`config.mk`:
```
export PLATFORM = sky130hd
export DESIGN_NAME = upcounter_ctrl
export DESIGN_NICKNAME = d
export VERILOG_FILES = /design/src/rtl/upcounter_pkg.sv /design/src/rtl/upcounter_core.sv /design/src/rtl/upcounter_ctrl.sv
export SDC_FILE = /design/constraint.sdc
export NUM_CORES = 1
export LEC_CHECK = 0
export CORE_MARGIN = 4
export CORE_UTILIZATION = 44
export CTS_CLUSTER_DIAMETER = 150
export DETAILED_ROUTE_END_ITERATION = 16
export HOLD_SLACK_MARGIN = 0.12
export PLACE_DENSITY = 0.76
export REMOVE_ABC_BUFFERS = 1
export SYNTH_ARGS = -nofsm -noshare
export SYNTH_HDL_FRONTEND = slang
export SYNTH_SLANG_ARGS = --single-unit
```
`constraint.sdc`:
```
create_clock -name clk -period 2.7 [get_ports clk]
set_clock_uncertainty 0.2 [all_clocks]
set_input_delay 0.405 -clock clk [delete_from_list [all_inputs] [get_ports clk]]
set_output_delay 0.405 -clock clk [all_outputs]
set_load 0.03 [all_outputs]
```
`src/rtl/upcounter_pkg.sv`:
```
// Shared types and helpers for the modulo-N up counter block.
package upcounter_pkg;

    typedef enum logic [1:0] {ST_IDLE, ST_RUN, ST_DONE} upc_state_t;

    // Loaded values outside the count range are pinned to the terminal count.
    function automatic int unsigned upc_clamp(input int unsigned value, input int unsigned modulus);
        return (value >= modulus) ? modulus - 1 : value;
    endfunction

    function automatic int unsigned upc_next(input int unsigned value, input int unsigned modulus);
        return (value == modulus - 1) ? 0 : value + 1;
    endfunction

endpackage

```
`src/rtl/upcounter_core.sv`:
```
// Counter register with clamped load, clear, modulo increment and terminal-count decode.
module upcounter_core
    import upcounter_pkg::*;
#(
    parameter int          WIDTH   = 4,
    parameter int unsigned MODULUS = 10
) (
    input  logic             clk,
    input  logic             reset,
    input  logic             inc,
    input  logic             load,
    input  logic             clr,
    input  logic [WIDTH-1:0] load_val,
    output logic [WIDTH-1:0] counter,
    output logic             tc
);

    localparam logic [WIDTH-1:0] MAXV = WIDTH'(MODULUS - 1);

    // Priority is load, then clear (run start), then increment.
    always_ff @(posedge clk or posedge reset) begin
        if (reset) begin
            counter <= '0;
        end else if (load) begin
            counter <= WIDTH'(upc_clamp(32'(load_val), MODULUS));
        end else if (clr) begin
            counter <= '0;
        end else if (inc) begin
            counter <= WIDTH'(upc_next(32'(counter), MODULUS));
        end
    end

    assign tc = (counter == MAXV);

endmodule

```
`src/rtl/upcounter_ctrl.sv`:
```
// Modulo-N up counter with free-run and one-shot modes under a small FSM.
// Build option UPCOUNTER_CTRL_SAT_EN makes free-run saturate at the terminal count instead of wrapping.
module upcounter_ctrl
    import upcounter_pkg::*;
#(
    parameter int          WIDTH   = 4,
    parameter int unsigned MODULUS = 10
) (
    input  logic             clk,
    input  logic             reset,
    input  logic             en,
    input  logic             mode,
    input  logic             start,
    input  logic             load,
    input  logic [WIDTH-1:0] load_val,
    output logic [WIDTH-1:0] counter,
    output logic             tc,
    output logic             wrap,
    output logic             busy,
    output logic             done
);

    upc_state_t state;
    logic       mode_q;
    logic       startOk;
    logic       runInc;
    logic       freeInc;

    assign startOk = (state == ST_IDLE) && start && mode && !load;
    assign runInc  = (state == ST_RUN) && mode_q && en && !tc;
`ifdef UPCOUNTER_CTRL_SAT_EN
    assign freeInc = (state == ST_IDLE) && !mode && en && !tc;
`else
    assign freeInc = (state == ST_IDLE) && !mode && en;
`endif

    upcounter_core #(
        .WIDTH   (WIDTH),
        .MODULUS (MODULUS)
    ) u_core (
        .clk      (clk),
        .reset    (reset),
        .inc      (runInc | freeInc),
        .load     (load),
        .clr      (startOk),
        .load_val (load_val),
        .counter  (counter),
        .tc       (tc)
    );

    // A load on the final RUN edge keeps the run going from the loaded value.
    always_ff @(posedge clk or posedge reset) begin
        if (reset) begin
            state  <= ST_IDLE;
            mode_q <= 1'b0;
            busy   <= 1'b0;
            done   <= 1'b0;
            wrap   <= 1'b0;
        end else begin
            done <= 1'b0;
`ifdef UPCOUNTER_CTRL_SAT_EN
            wrap <= 1'b0;
`else
            wrap <= freeInc && tc && !load;
`endif
            case (state)
                ST_IDLE: begin
                    if (startOk) begin
                        state  <= ST_RUN;
                        mode_q <= 1'b1;
                        busy   <= 1'b1;
                    end
                end
                ST_RUN: begin
                    if (en && tc && !load) begin
                        state <= ST_DONE;
                        busy  <= 1'b0;
                        done  <= 1'b1;
                    end
                end
                ST_DONE: begin
                    state  <= ST_IDLE;
                    mode_q <= 1'b0;
                end
                default: begin
                    state  <= ST_IDLE;
                    mode_q <= 1'b0;
                    busy   <= 1'b0;
                end
            endcase
        end
    end

endmodule

```
==> out/summary.txt <==
Worst IR Drop VDD -> 0.4834 mV
Die ar. -> 0.001961 mm2
Routed via count -> 514
DR WL/cell -> 13.72 um
H-tree levels -> 1
Required @ worst endpoint -> 2100 ps
HP Class -> input pin to async pin
Delay-heaviest family, CP -> buffers and inverters
Slew Viols, Final -> 0
Area of the multi-input gates -> 297.8 um2
Clock Latency Late Sink -> 270 ps
Fin cells -> 94
Share of cells above drive strength 1 -> 0.08750
CTS Sinks -> 10
Kind of critical path -> register to output pin
Worst-path cell chain -> inv_1 > ha_1 > and3b_1 > clkdlybuf4s50_1
Nets -> 93
Via-to-Cell Ratio -> 5.468
DIE HEIGHT -> 44.29 um
Die width -> 44.29 um
CP max stage delay -> 730 ps
IO buf count -> 17
Filler cell count -> 104
Postcts setup bufs -> 0
Arrival @ worst endpoint -> 1920 ps
Crit path launch type -> register
Area share of the largest cell type after synthesis -> 0.4320
P_leak -> 0.3271 nW
Max Clk Rate -> 396.1 MHz
Pin count of the biggest net entering global routing -> 12
Post-Syn Instances -> 62
Crit-path max FO -> 7
Post-route antenna net violation count -> 0
Maximum clock path buffer count -> 2
Worst reg2reg path startpoint -> u_core.counter[0]$_DFFE_PP0P_
CP endpoint kind -> output pin
Commonest non-fill, non-tap cell in the layout -> clkdlybuf4s50_1
Initial Utilization -> 0.4947
Post-Route Setup TNS -> 0 ps
Reg2reg end -> u_core.counter[3]$_DFFE_PP0P_
Total Routed Length -> 1.290 mm
Synth Register Bits -> 10
Detailed placement HPWL -> 935.2 um
Diode count -> 0
Slew margin rel. -> 0.7326
Fin crit share -> 0.9351
Least-Margin Pin Slew -> 400.7 ps
First-pass GRT wire length -> 2.070 mm
Register area -> 250.2 um2
# rows -> 12
Clock transition at path regs -> 80 ps
Io pins -> 18
Post-route minimum period -> 2525 ps
Register area share after synthesis -> 0.4320
Area Overhead vs Synth -> 35.21%
Max_cap viols -> 0
Initial antenna violation count -> 0
RSZ-0062 raised after global routing -> false
Overall Global Routing Usage -> 0.1463
Final Hold Viols -> 0
Mapped Area -> 579.3 um2
CTS tree -> done
Worst reg2reg setup slack -> 650 ps
DR iter-0 viols -> 15
Synth top area cells -> dfrtp_1 (43%), nor2_1 (4.5%), ha_1 (4.3%)
PwrDens -> 752.0 mW/mm2
Most frequent cells in the layout -> clkdlybuf4s50_1 (17), dfrtp_1 (10), nor2_1 (7), nand2_1 (5)
Placer Congestion -> 0.7680
Setup ws final -> 175.3 ps
Vias in the first global route -> 470
Core Area -> 0.001171 mm2
Syn Area/Cell -> 9.344 um2
Post-Place Worst Slack -> 372.2 ps
Global route overflow -> 0
Bufs and invs on worst path -> 2
Synthesis Warnings -> 0
Synth area leader -> dfrtp_1
Synth cell types -> 26
CP max-delay cell -> clkdlybuf4s50_1
CTS root buffer -> clkbuf_4
Outcome -> finished, final reports clean
R2R depth -> 5
Total iterations of the first detailed-routing run -> 4
DRC -> 0
# hold bufs at CTS -> 0
Placed Cells -> 90
CTS resizes -> 0
Post-layout util -> 0.6688
Final setup violation count -> 0
TritonCTS buffer count -> 3
## worst max path at each step
| stage | start | endpoint | slack (ps) | cells past startpoint |
|---|---|---|---|---|
| global route | u_core.counter[1]$_DFFE_PP0P_ | tc | 70 | 4 |
| detailed placement | mode | u_core.counter[3]$_DFFE_PP0P_ | 370 | 5 |
| finish | u_core.counter[1]$_DFFE_PP0P_ | tc | 180 | 4 |
| CTS | u_core.counter[1]$_DFFE_PP0P_ | tc | 170 | 4 |
| floorplan | u_core.counter[1]$_DFFE_PP0P_ | u_core.counter[3]$_DFFE_PP0P_ | 450 | 6 |
| global placement | mode | u_core.counter[3]$_DFFE_PP0P_ | 410 | 5 |
## metrics by stage
stage	total power [mW]	hold WS [ps]	cell area, um2
global route	0.6302	263.4	783.3
floorplan	0.3694	45.18	559.3
global placement	0.4491	327.2	747.0
CTS	0.5903	228.3	783.3
detailed placement	0.4512	333.8	747.0
finish	0.5890	211.8	783.3
## cell type report
type | instances | share of cell area
multi-input combinational | 46 | 0.3802
inverter | 3 | 0.01438
tap | 14 | 0.02236
timing repair buffer | 17 | 0.2173
clock buffer | 4 | 0.04633
sequential | 10 | 0.3195
## metal layers
layer	GRT usage	part of all wire	vias up
li1	-	-	259
met4	0.07229	0.010	0
met3	0.02439	0.055	2
met5	0	0	-
met1	0.2085	0.49	242
met2	0.2122	0.44	11
## registers in the layout (all words and copies together), names as in the netlist
signal / flops
u_core.counter: 4
state: 2
busy: 1
done: 1
mode_q: 1
wrap: 1
## cell usage after synthesis
| master | number |
|---|---|
| o21a_1 | 1 |
| a21oi_1 | 2 |
| buf_6 | 1 |
| o21ai_0 | 4 |
| nor2b_1 | 2 |
| nor3b_1 | 2 |
| a32oi_1 | 1 |
| nand3b_1 | 3 |
| o32a_4 | 1 |
| a31oi_1 | 1 |
| nor2_1 | 7 |
| nand2_1 | 5 |
| dfrtp_1 | 10 |
| and3b_1 | 1 |
| nor3_1 | 3 |
| nand3_1 | 4 |
| or4_1 | 2 |
| inv_1 | 3 |
| a31o_2 | 1 |
| mux2i_1 | 1 |
| buf_1 | 1 |
| ha_1 | 2 |
| o211ai_1 | 1 |
| or2_4 | 1 |
| buf_2 | 1 |
| nand4b_1 | 1 |
## power breakdown
group	switching [mW]	internal (mW)	total, mW
clock	0.0566	0.0818	0.138
sequential	0.0425	0.182	0.225
combinational	0.117	0.109	0.226
## kinds of logic (layout without fill, tap and decap cells)
family / after synthesis / in the layout / share of synthesized area
buffers and inverters: 6 / 24 / 0.05398
and+or+nand+nor: 31 / 31 / 0.2959
AOI/OAI and AO/OA: 12 / 12 / 0.1577
muxes: 1 / 1 / 0.01728
DFF: 10 / 10 / 0.4320
adders and majority gates: 2 / 2 / 0.04319
## worst register-to-register path, cell delays in order, from the launching register on
cell and delay [ps]:
dfrtp_1 440, ha_1 210, and3b_1 260, o32a_4 260, or4_1 510, nand3_1 100
Note: power is estimated with default switching activity, not from simulation.
